--- src/rtl/seg7_pkg.sv ---
// Shared types, constants and hex decoder for the seven-segment scan controller.
package seg7_pkg;

  localparam int NUM_DIGITS = 4;
  localparam logic [7:0] SEG_OFF = 8'hFF;
  localparam logic [NUM_DIGITS-1:0] AN_OFF = 4'hF;

  typedef struct packed {
    logic [15:0] digits;
    logic [3:0]  dp;
    logic [3:0]  blank;
  } seg7_frame_t;

  // Active-low segment pattern, bit order g..a.
  function automatic logic [6:0] hex_to_seg(input logic [3:0] nibble);
    logic [6:0] s;
    case (nibble)
      4'h0: s = 7'h40;
      4'h1: s = 7'h79;
      4'h2: s = 7'h24;
      4'h3: s = 7'h30;
      4'h4: s = 7'h19;
      4'h5: s = 7'h12;
      4'h6: s = 7'h02;
      4'h7: s = 7'h78;
      4'h8: s = 7'h00;
      4'h9: s = 7'h10;
      4'hA: s = 7'h08;
      4'hB: s = 7'h03;
      4'hC: s = 7'h46;
      4'hD: s = 7'h21;
      4'hE: s = 7'h06;
      default: s = 7'h0E;
    endcase
    return s;
  endfunction

endpackage

--- src/rtl/seg7_pwm_timer.sv ---
// Slot/slot_cnt scan timer: selects the current digit, its PWM window and the frame boundary.
module seg7_pwm_timer #(
  parameter int SCAN_DIV = 131072
) (
  input  logic       clk,
  input  logic       reset,
  input  logic [3:0] bright,
  output logic [1:0] slot,
  output logic       lit_window,
  output logic       frame_boundary
);

  localparam int PWM_STEP = SCAN_DIV / 16;
  localparam int CNT_W    = $clog2(SCAN_DIV);
  localparam int LIM_W    = CNT_W + 1;

  logic [CNT_W-1:0] slot_cnt_reg;
  logic [1:0]       slot_reg;
  logic             slot_end;
  logic [LIM_W-1:0] lit_limit;

  assign slot_end = (slot_cnt_reg == CNT_W'(SCAN_DIV - 1));
  // One extra bit so bright=15 yields a limit of SCAN_DIV (always lit).
  assign lit_limit = LIM_W'((32'(bright) + 32'd1) * 32'(PWM_STEP));

  always_ff @(posedge clk) begin
    if (reset) begin
      slot_cnt_reg <= '0;
      slot_reg     <= '0;
    end else if (slot_end) begin
      slot_cnt_reg <= '0;
      slot_reg     <= slot_reg + 2'd1;
    end else begin
      slot_cnt_reg <= slot_cnt_reg + 1'b1;
    end
  end

  assign slot           = slot_reg;
  assign lit_window     = ({1'b0, slot_cnt_reg} < lit_limit);
  assign frame_boundary = slot_end && (slot_reg == 2'd3);

endmodule

--- src/rtl/seg7_scan_ctrl.sv ---
// Double-buffered 4-digit seven-segment scan controller with PWM brightness.
// Optional leading-zero auto-blanking: define SEG7_LEAD_ZERO_BLANK_EN.
module seg7_scan_ctrl
  import seg7_pkg::*;
#(
  parameter int SCAN_DIV = 131072
) (
  input  logic                  clk,
  input  logic                  reset,
  input  logic                  wr_valid,
  output logic                  wr_ready,
  input  logic [15:0]           wr_digits,
  input  logic [3:0]            wr_dp,
  input  logic [3:0]            wr_blank,
  input  logic [3:0]            bright,
  output logic                  frame_tick,
  output logic [NUM_DIGITS-1:0] an,
  output logic [7:0]            seg
);

  logic        pending_reg;
  seg7_frame_t shadow_reg;
  seg7_frame_t active_reg;
  seg7_frame_t transfer_frame;
  logic [NUM_DIGITS-1:0] an_reg;
  logic [7:0]  seg_reg;
  logic        frame_tick_reg;

  logic [1:0]  slot;
  logic        lit_window;
  logic        frame_boundary;
  logic        accept;
  logic        lit;
  logic [3:0]  cur_digit;
  logic [NUM_DIGITS-1:0] lead_zero_mask;

  seg7_pwm_timer #(.SCAN_DIV(SCAN_DIV)) u_timer (
    .clk            (clk),
    .reset          (reset),
    .bright         (bright),
    .slot           (slot),
    .lit_window     (lit_window),
    .frame_boundary (frame_boundary)
  );

`ifdef SEG7_LEAD_ZERO_BLANK_EN
  logic [NUM_DIGITS-1:1] digit_zero;
  for (genvar gi = 1; gi < NUM_DIGITS; gi++) begin : g_zero
    assign digit_zero[gi] = (shadow_reg.digits[4*gi +: 4] == 4'h0) && !shadow_reg.dp[gi];
  end
  // A digit is a leading zero only if it and every digit above it are empty.
  assign lead_zero_mask = {digit_zero[3], &digit_zero[3:2], &digit_zero[3:1], 1'b0};
`else
  assign lead_zero_mask = '0;
`endif

  always_comb begin
    transfer_frame       = shadow_reg;
    transfer_frame.blank = shadow_reg.blank | lead_zero_mask;
  end

  assign wr_ready  = ~pending_reg & ~reset;
  assign accept    = wr_valid & wr_ready;
  assign cur_digit = active_reg.digits[{slot, 2'b00} +: 4];
  assign lit       = lit_window && !active_reg.blank[slot];

  always_ff @(posedge clk) begin
    if (reset) begin
      pending_reg    <= 1'b0;
      shadow_reg     <= '0;
      active_reg     <= '{digits: 16'h0000, dp: 4'h0, blank: 4'hF};
      an_reg         <= AN_OFF;
      seg_reg        <= SEG_OFF;
      frame_tick_reg <= 1'b0;
    end else begin
      frame_tick_reg <= frame_boundary;
      // Transfer needs pending=1 and accept needs pending=0, so these never collide.
      if (frame_boundary && pending_reg) begin
        active_reg  <= transfer_frame;
        pending_reg <= 1'b0;
      end else if (accept) begin
        shadow_reg  <= '{digits: wr_digits, dp: wr_dp, blank: wr_blank};
        pending_reg <= 1'b1;
      end
      if (lit) begin
        an_reg  <= ~(NUM_DIGITS'(1) << slot);
        seg_reg <= {~active_reg.dp[slot], hex_to_seg(cur_digit)};
      end else begin
        an_reg  <= AN_OFF;
        seg_reg <= SEG_OFF;
      end
    end
  end

  assign an         = an_reg;
  assign seg        = seg_reg;
  assign frame_tick = frame_tick_reg;

endmodule

--- config.mk ---
export PLATFORM = sky130hd
export DESIGN_NAME = seg7_scan_ctrl
export DESIGN_NICKNAME = d
export VERILOG_FILES = /design/src/rtl/seg7_pkg.sv /design/src/rtl/seg7_pwm_timer.sv /design/src/rtl/seg7_scan_ctrl.sv
export SDC_FILE = /design/constraint.sdc
export NUM_CORES = 1
export LEC_CHECK = 0
export ABC_CLOCK_PERIOD_IN_PS = 5500
export CELL_PAD_IN_SITES_DETAIL_PLACEMENT = 0
export CELL_PAD_IN_SITES_GLOBAL_PLACEMENT = 1
export CORE_MARGIN = 2
export CORE_UTILIZATION = 45
export DETAILED_ROUTE_END_ITERATION = 10
export GPL_TIMING_DRIVEN = 0
export PLACE_DENSITY = 0.87
export SLEW_MARGIN = 20
export SYNTH_ARGS = -nofsm -noshare
export SYNTH_HDL_FRONTEND = slang
export SYNTH_SLANG_ARGS = --single-unit
export TNS_END_PERCENT = 5
--- constraint.sdc ---
create_clock -name clk -period 5.5 [get_ports clk]
set_input_delay 1.1 -clock clk [delete_from_list [all_inputs] [get_ports clk]]
set_output_delay 1.1 -clock clk [all_outputs]
set_load 0.02 [all_outputs]
## After elaboration in Yosys (flattened, before gate mapping)

Memory sizes are Yosys's and may differ from the RTL's. A register that Yosys moved wholly into a read port is not among the register bits.
Index checks and enable logic that the tools add are counted.

| storage, ports and cells | value |
|---|---|
| bits in registers | 81 |
| latch bits | 0 |
| bits in writable memories | 0 |
| bits in read-only memories | 112 |
| input port bits | 31 |
| output and inout port bits | 14 |
| memories | 1 |

| operators by class | value |
|---|---|
| $add $sub $neg | 3 |
| multipliers | 0 |
| div/mod/pow operators | 0 |
| magnitude comparators | 2 |
| eq/ne operators | 2 |
| shift-type cells | 2 |
| mux-type cells | 4 |
| bitwise logic cells | 8 |
| reduce and logical (&&, ||, !) cells | 8 |

Memories:

| name | words | bits a word | read ports | clocked after memory_dff | wr ports | line | source |
|---|---|---|---|---|---|---|---|
| (no name shown) | 16 | 7 | 1 | 1 | 0 | seg7_pkg.sv:17 | `case (nibble)` |

Operators with widths:

| cell | count |
|---|---|
| < comparator 17 x 18 -> 1 bit | 1 |
| adder 17 x 1 -> 17 bit, second input constant | 1 |
| equality test 17 bit, second input constant | 1 |
| variable part select 16 x 5 -> 4 bit | 1 |
| OR reduction 2 bit | 3 |
| adder 4 x 1 -> 5 bit, second input constant | 1 |
| NOT 1 bit | 5 |
| binary-select mux 1 bit (select 2 bit) | 2 |
| NOT 4 bit | 1 |
| left shift 1 x 2 -> 4 bit, first input constant | 1 |
| logical AND 1 bit | 3 |
| < comparator 2 x 3 -> 1 bit, second input constant | 1 |
| adder 2 x 1 -> 2 bit, second input constant | 1 |
| AND 1 bit | 2 |
| equality test 2 bit, second input constant | 1 |
| 2-to-1 mux 1 bit | 2 |
| AND reduction 2 bit | 1 |
| logical NOT 1 bit | 1 |

## Logic depth before layout (Yosys ltp)

| depth | value |
|---|---|
| depth after elaboration | 6 |
| gate-level depth with buffers | 10 |

## Modules after synthesis

From an unflattened synthesis, not the netlist that was laid out.

| unflattened totals | value |
|---|---|
| cell total of the unflattened synthesis | 404 |
| area, all modules | 3588.4 sq um |

Modules (own cells, without submodules):

| module | instances | cells each | area an instance (sq um) |
|---|---|---|---|
| seg7_scan_ctrl | 1 | 291 | 2571.2 |
| seg7_pwm_timer | 1 | 113 | 1017.2 |

## Least setup slack after synthesis

Ideal clock, no wire load.

| timing | value |
|---|---|
| kind | input -> output |
| start point | input reset |
| end point | output wr_ready |
| arrival | 1561 ps |
| required time | 4400 ps |
| setup slack | 2839 ps |
| stages on the path | 2 |
| path buffers | 1 |
| cells stage by stage | buf_2 > nor2_1 |

| on the way | value |
|---|---|
| cells in the longest elaborated chain, start to end | 2 |

RTL lines:

| element | line | source |
|---|---|---|
| start: declaration | seg7_scan_ctrl.sv:9 | `input logic reset,` |
| NOT 1 bit | seg7_scan_ctrl.sv:62 | `assign wr_ready = ~pending_reg & ~reset;` |
| AND 1 bit | seg7_scan_ctrl.sv:62 |  |
| end: declaration | seg7_scan_ctrl.sv:11 | `output logic wr_ready,` |

No other way between the ends.

## Worst setup path after layout

Ends and elaborated chain as after synthesis.

==> impl_metrics.tcl <==
set metrics [dict create \
    crit_path_end_kind "primary output" \
    use_met1 0.2189 \
    drtAntennaViolNets 0 \
    min_path_type "flip-flop to flip-flop" \
    final_core_util 0.5571 \
    period_needed_ns 3.146 \
    cp.arrival_ns 2.05 \
    syn-instance-count 402 \
    ys_top_cells_by_count "nand2_1 (92), dfxtp_1 (81), nor2_1 (28)" \
    drc 0 \
    status "finished clean" \
    grt_pass1_vias 2547 \
    ys_ff_latch 81 \
    leakage_uw 0.001535 \
    wire_per_inst_um 12.05 \
    numClockSinks 81 \
    place_congestion 0.8168 \
    dr.pass1.iters 4 \
    yosys-top-cells-area "dfxtp_1 (46%), nand2_1 (9.8%), ha_1 (5.7%)" \
    rrSetupSlack_ns 2.81 \
    grt_start_max_net_pins 16 \
    required_ns 4.40 \
    grt_pass1_wl_mm 11.57 \
    final_cell_area_um2 4260 \
    yosysMostFrequentCell "nand2_1" \
    gr-total-overflow 0 \
    synth_cell_types 34 \
    yosysWarnings 0 \
    clk_latency_ns 0.35 \
    antenna_found_initial 0 \
    num_io_pins 45 \
    rsz0062_at_grt "no" \
    clock_path_buffers 2 \
    worst_slack_ns 2.354 \
    synthFlopType "dfxtp_1" \
    initial_utilization 0.4607 \
    synth_seq_area_share 0.4602 \
    drt_wl_total_mm 6.786 \
    synth_area_um2 3523 \
    drt_iter0_drc 58 \
    synth_top_cell_by_area "dfxtp_1" \
    core_area_um2 7647 \
    postCtsSetupBuffers 0 \
    drt-vias-per-instance 4.828 \
    relSlewSlack 0.6884 \
    critPathKind "input pin to primary output" \
    dieArea_um2 8553 \
    fp.dieH_um 92.49 \
    path_max_fanout 10 \
    min_period_over_period 0.5721 \
    synth_area_per_cell_um2 8.765 \
    grt.busiest_layer "met2" \
    drive_gt1_frac 0.08026 \
    clock_skew_ns 0.01357 \
    ir_drop_uv 116.2 \
    final-setup-viol-count 0 \
    port_buffers 43 \
    min_from "active_reg[17]$_SDFFE_PP0P_" \
    hold_viol 0 \
    ys_async_sr_fraction 0 \
    die_w_um 92.49 \
    layout.nets 503 \
    timing.rr.end "u_timer.slot_cnt_reg[5]$_SDFF_PP0_" \
    tns_ns 0 \
    numCtsBuffers 9 \
    num_rows 32 \
    cts_repair_resize_count 0 \
    fmax_ghz 0.3178 \
    power_density_nw_per_um2 250.7 \
    place_area_um2 4081 \
    tightest_slew_ns 0.4674 \
    postCtsHoldBufs 0 \
    areaGrowthSynthToFinish_pct 20.92 \
    root_buffer "clkbuf_8" \
    post-place-ws_ns 2.186 \
    r2r_cells 9 \
    holdPathStages 2 \
    num_antenna_cells 0 \
    htreeDepth 3 \
    dp_hpwl_mm 4.999 \
    clk_pin_slew_worst_paths_ns 0.09 \
    use_met3 0.03336 \
    grt_usage 0.1693 \
    cp-start-kind "input pin" \
    via_count 2718 \
    grt_use_met2 0.2719 \
    r2r_start "u_timer.slot_cnt_reg[0]$_SDFF_PP0_" \
    synthDominantCellAreaShare 0.4602 \
    syn_nets 449 \
    synth_edf_count 0 \
    drv_slew 0 \
    cap_violations 0 \
    hold-path-endpoint "active_reg[17]$_SDFFE_PP0P_" \
    cts_tree "done" \
]
-- power breakdown --
part / internal (µW) / switching (µW)
Clock: 170 / 227
Combinational: 34.4 / 27.4
Sequential: 601 / 9.19
-- per-layer routing --
metal  vias to the layer above  wire [µm]
met5                         -          0
met4                         0         97
met3                        10        224
met2                        54       3078
met1                      1207       3386
li1                       1447          -
-- stage by stage --
step / instances / hold WS (ns) / power (µW)
6_report: 563 / 0.4576 / 1068
5_1_grt: 563 / 0.4705 / 1113
4_1_cts: 563 / 0.4580 / 1079
3_5_place_dp: 547 / 0.4424 / 685.6
3_3_place_gp: 547 / 0.4394 / 683.7
2_1_floorplan: 402 / 0.4297 / 652.3
-- critical path, stage by stage --
cell	delay, ns
buf_2	0.17
nor2_1	0.15
clkdlybuf4s50_1	0.63
-- cell usage in the layout (no fill, tap or decap), types with 5 or more instances in the layout --
master,n
mux2i_1,6
clkdlybuf4s50_1,43
clkbuf_8,9
o21ai_0,27
a21oi_1,26
nand3_1,11
dfxtp_1,81
xor2_1,9
nand2_1,92
xnor2_1,10
buf_2,6
nor3_1,6
inv_1,9
mux4_2,5
ha_1,16
nand2b_1,24
nor2_1,28
clkbuf_1,13
-- kinds of logic after synthesis --
family | after synthesis | share of synthesized area
buf+inv | 31 | 0.04261
mux | 15 | 0.06712
flops | 81 | 0.4602
xor+xnor | 19 | 0.04723
fa+ha+maj | 16 | 0.05682
simple gates | 177 | 0.2298
compound gates | 63 | 0.09623
-- worst max path at each step --
stage,startpoint,endpoint,slack (ns),cells past startpoint
6_report,reset,wr_ready,2.35,3
5_1_grt,reset,wr_ready,2.29,3
4_1_cts,reset,wr_ready,2.35,3
3_5_place_dp,bright[0],seg[3]$_SDFF_PP1_,2.19,9
3_3_place_gp,bright[0],seg[3]$_SDFF_PP1_,2.23,9
2_1_floorplan,reset,wr_ready,2.84,2
-- final cells by class --
cell class / count / area [µm²]
repair buffers: 43 / 430.4
clock buffers: 10 / 127.6
multi-input cells: 290 / 1752
fillers: 716 / 3387
plain buffers: 22 / 116.4
well taps: 102 / 127.6
flip-flops and latches: 81 / 1622
clock inverters: 6 / 51.30
inverters: 9 / 33.78
Power figures use the tool's default switching activity.
